## src/rtl/prim_pipe_reg.sv

```systemverilog
// rtl/prim_pipe_reg.sv - valid/ready pipeline register chain with bubble collapse; PRIM_PIPE_REG_OCC_EN enables occ_o counter
module prim_pipe_reg #(
    parameter int                 Width      = 32,
    parameter int                 Depth      = 2,
    parameter logic [Width-1:0]   ResetValue = '0,
    localparam int                OccW       = $clog2(Depth + 1)
) (
    input  logic             clk_i,
    input  logic             rst_i,
    input  logic             flush_i,
    input  logic             in_valid_i,
    output logic             in_ready_o,
    input  logic [Width-1:0] in_data_i,
    output logic             out_valid_o,
    input  logic             out_ready_i,
    output logic [Width-1:0] out_data_o,
    output logic [OccW-1:0]  occ_o
);

    logic [Depth-1:0] v;
    logic [Width-1:0] d [Depth];
    logic [Depth:0]   rdy;
    logic [Depth-1:0] up_v;
    logic [Width-1:0] up_d [Depth];

    // A stage may load when it is empty or everything downstream of it moves.
    always_comb begin
        logic r;
        r = out_ready_i;
        rdy = '0;
        rdy[Depth] = out_ready_i;
        for (int k = Depth - 1; k >= 0; k--) begin
            r = !v[k] || r;
            rdy[k] = r;
        end
    end

    always_comb begin
        up_v[0] = in_valid_i;
        up_d[0] = in_data_i;
        for (int k = 1; k < Depth; k++) begin
            up_v[k] = v[k-1];
            up_d[k] = d[k-1];
        end
    end

    always_ff @(posedge clk_i) begin
        if (rst_i) begin
            v <= '0;
            for (int k = 0; k < Depth; k++) begin
                d[k] <= ResetValue;
            end
        end else if (flush_i) begin
            v <= '0;
        end else begin
            for (int k = 0; k < Depth; k++) begin
                if (rdy[k]) begin
                    v[k] <= up_v[k];
                    if (up_v[k]) begin
                        d[k] <= up_d[k];
                    end
                end
            end
        end
    end

    assign in_ready_o  = rdy[0] && !flush_i;
    assign out_valid_o = v[Depth-1] && !flush_i;
    assign out_data_o  = d[Depth-1];

`ifdef PRIM_PIPE_REG_OCC_EN
    logic            in_xfer;
    logic            out_xfer;
    logic [OccW-1:0] occ_q;

    assign in_xfer  = in_valid_i && in_ready_o;
    assign out_xfer = out_valid_o && out_ready_i;

    always_ff @(posedge clk_i) begin
        if (rst_i || flush_i) begin
            occ_q <= '0;
        end else if (in_xfer && !out_xfer) begin
            occ_q <= occ_q + OccW'(1);
        end else if (!in_xfer && out_xfer) begin
            occ_q <= occ_q - OccW'(1);
        end
    end

    assign occ_o = occ_q;
`else
    assign occ_o = '0;
`endif

endmodule

```

## config.mk

```make
export PLATFORM = sky130hd
export DESIGN_NAME = prim_pipe_reg
export DESIGN_NICKNAME = d
export VERILOG_FILES = /design/src/rtl/prim_pipe_reg.sv
export SDC_FILE = /design/constraint.sdc
export NUM_CORES = 1
export LEC_CHECK = 0
export ABC_AREA = 1
export CAP_MARGIN = 40
export CELL_PAD_IN_SITES_DETAIL_PLACEMENT = 0
export CELL_PAD_IN_SITES_GLOBAL_PLACEMENT = 1
export CORE_ASPECT_RATIO = 0.8
export CORE_MARGIN = 2
export CORE_UTILIZATION = 39
export DETAILED_ROUTE_END_ITERATION = 8
export GPL_TIMING_DRIVEN = 1
export PLACE_DENSITY_LB_ADDON = 0.1
export SYNTH_ARGS = -nofsm -noshare
export SYNTH_HDL_FRONTEND = slang
export SYNTH_SLANG_ARGS = --single-unit
```

## constraint.sdc

```tcl
create_clock -name clk_i -period 1.98 [get_ports clk_i]
set_clock_uncertainty 0.05 [all_clocks]
set_input_delay 0.297 -clock clk_i [delete_from_list [all_inputs] [get_ports clk_i]]
set_output_delay 0.297 -clock clk_i [all_outputs]
set_load 0.05 [all_outputs]
```

==> impl_metrics.csv <==
group,metric,value,unit
synth,synth_seq_cells,66,
floorplan,io_pins,73,
synth,ys_async_sr_fraction,0,
sta,period_share,0.947,
sta,slew_headroom,0.659,
sta,max_freq,533,MHz
synth,synth-main-ff-cell,"edfxtp_1",
synth,syn_area,3030,um^2
clock_network,clk_path_buf_depth,2,
detailed_routing,drcViolationCount,0,
floorplan,initial_core_util,0.406,
global_route,grt_usage,0.112,
pwr,p_int,2.62,mW
clock_network,cts_hold_buf,0,
pwr,p_leak,1.57,nW
global_route,grt_max_degree,24,
critical_path,slowest_stage,"clkdlybuf4s50_1",
sta,finalMaxSlewViolations,0,
critical_path,crit_path_max_fanout,1,
pwr,ir_drop,0.482,mV
detailed_routing,via_per_inst,3.90,
global_route,grt_pass1_vias,1561,
clock_network,clock_latency,0.33,ns
pwr,comb_power_share,0.130,
clock_network,root_buffer,"clkbuf_8",
detailed_routing,num_vias,1622,
synth,synth-warning-count,0,
sta,min_period,1.87,ns
cells_and_area,finalNetCount,343,
synth,synthTopCellsByArea,"edfxtp_1, nor2_2, inv_1",
critical_path,path_cells,"clkdlybuf4s50_1",
pwr,power.total,3.44,mW
sta,tightest_slew,0.511,ns
synth,yosysTopAreaCellShare,0.635,
critical_path,worstSetupStartpointType,"flip-flop",
place,place_area,3660,um^2
detailed_routing,wire_per_inst,10.6,um
cells_and_area,area_growth,28.9,%
clock_network,numCtsBuffers,9,
synth,muxShareOfSynthArea,0,
critical_path,r2r-start,"v[0]",
place,place_ws,0.262,ns
pwr,p_sw,816,uW
synth,synth_edf_count,64,
pwr,p_clk_frac,0.393,
floorplan,floorplan.die.width,103,um
critical_path,crit_buf_inv,1,
detailed_routing,drt-total-wl,4390,um
synth,syn_area_per_cell,11.8,um^2
cells_and_area,design_area,3900,um^2
detailed_routing,antenna_left,0,
cells_and_area,diodes,0,
synth,synth_xor_area_frac,0,
critical_path,arrival,1.53,ns
global_route,grt_pass1_wl,7090,um
critical_path,crit_start,"d[0][43]",
critical_path,end_kind,"output port",
run,maxCapViolations,0,
synth,synth.most_common_cell,"inv_1",
floorplan,fp.dieArea,8490,um^2
floorplan,core_area,7460,um^2
cells_and_area,drive_above_1_share,0.289,
synth,yosys.area_share.simple,0.152,
detailed_routing,firstDrtPassIters,4,
sta,setup-violations-final,0,
sta,rsz0062_at_grt,"false",
synth,yosys-top-cells-count,"inv_1, edfxtp_1, nor2_2",
critical_path,crit_required,1.63,ns
clock_network,path_clk_slew,0.07,ns
cells_and_area,fill_cells,668,
hold_path,hold_class,"flip-flop to flip-flop",
clock_network,cts_tree,"built",
synth,synthAdderAreaFrac,0,
synth,ys_types,14,
critical_path,critPathKind,"flip-flop to output port",
pwr,p_per_area,881,nW/um^2
cells_and_area,seq_area,1960,um^2
place,place.detailed.hpwl,3020,um
synth,synth_cells,256,
floorplan,rows,28,
synth,synth_top_family_by_area,"buffers and inverters",
synth,synth_compound_area_frac,0.00331,
clock_network,cts_sinks,66,
clock_network,htreeDepth,3,
global_route,overflow,0,
pwr,p_seq_frac,0.476,
critical_path,critPathTopFamily,"buffers and inverters",
synth,ys_seq_area_frac,0.648,
global_route,antenna_found_initial,0,
sta,setup_ws,0.105,ns
hold_path,hold_start,"v[1]",
sta,finalHoldViolations,0,
floorplan,die_y,82.8,um
place,portBuffers,70,
critical_path,cp_slowest_stage_delay,0.81,ns
clock_network,cts_setup_buffers,0,
clock_network,cts_repair_resize_count,0,
pwr,swShare,0.237,
run_status,status,"complete, no violations",
synth,yosysTopAreaCell,"edfxtp_1",
cells_and_area,multi_input_area,479,um^2
detailed_routing,drt_iter0_drc,53,
place,place_congestion,0.698,
sta,totalNegativeSetupSlack,0,ns
-- sequential cells by signal, summed over array words and instances, names as in the netlist --
signal  cells
d          64
v           2
-- per-layer routing --
| metal | routed length [um] | global-route usage | vias to the layer above |
|---|---|---|---|
| li1 | - | - | 826 |
| met1 | 1820 | 0.127 | 742 |
| met2 | 2190 | 0.183 | 52 |
| met3 | 365 | 0.0564 | 2 |
| met4 | 23 | 0.0364 | 0 |
| met5 | 0 | 0 | - |
-- worst paths after layout --
kind,slack [ns],cells past startpoint,to
max,0.11,1,out_data_o[11]
min,0.47,2,v[1]
max reg2reg,0.68,4,d[0][12]
min reg2reg,0.47,2,v[1]
-- power groups by stage --
stage / combinational [mW] / clock, mW / sequential [mW]
after floorplan: 0.324 / 0 / 1.66
after global placement: 0.452 / 0 / 1.67
after detailed placement: 0.454 / 0 / 1.67
after CTS: 0.456 / 1.39 / 1.64
after global routing: 0.478 / 1.45 / 1.64
final: 0.448 / 1.35 / 1.64
-- cells by family after synthesis --
kind of cell / count (synthesis)
AO/OA/AOI/OAI: 2
buffers and inverters: 112
flip-flops: 66
other: 1
AND/OR/NAND/NOR: 75
-- stage by stage --
stage | util | instances | hold WS (ns)
final | 0.523 | 416 | 0.471
after global routing | 0.523 | 416 | 0.513
after CTS | 0.523 | 416 | 0.481
after detailed placement | 0.491 | 400 | 0.471
after global placement | 0.491 | 400 | 0.465
after floorplan | - | 257 | 0.415
-- layout by cell type (no fill, tap or decap), drive strengths merged --
cell type	synthesis	final
clkinvlp	0	2
dfxtp	2	2
nand3	4	4
clkbuf	0	9
clkinv	0	2
buf	40	10
inv	72	72
nand2	5	5
a21oi	2	2
nor2	66	66
edfxtp	64	64
conb	1	2
clkdlybuf4s50	0	68
bufinv	0	3
-- worst min-delay path, stage by stage, from the launching register on --
cell	delay, ns
dfxtp_1	0.33
nand2_1	0.09
a21oi_1	0.06
-- final cells by class --
type	instances	share of cell area
Inverter	72	0.0693
Sequential cell	66	0.503
Clock buffer	9	0.0317
Tap cell	105	0.0337
Timing Repair Buffer	78	0.210
Clock inverter	7	0.0301
Multi-Input combinational cell	79	0.123
Power figures use the tool's default switching activity.
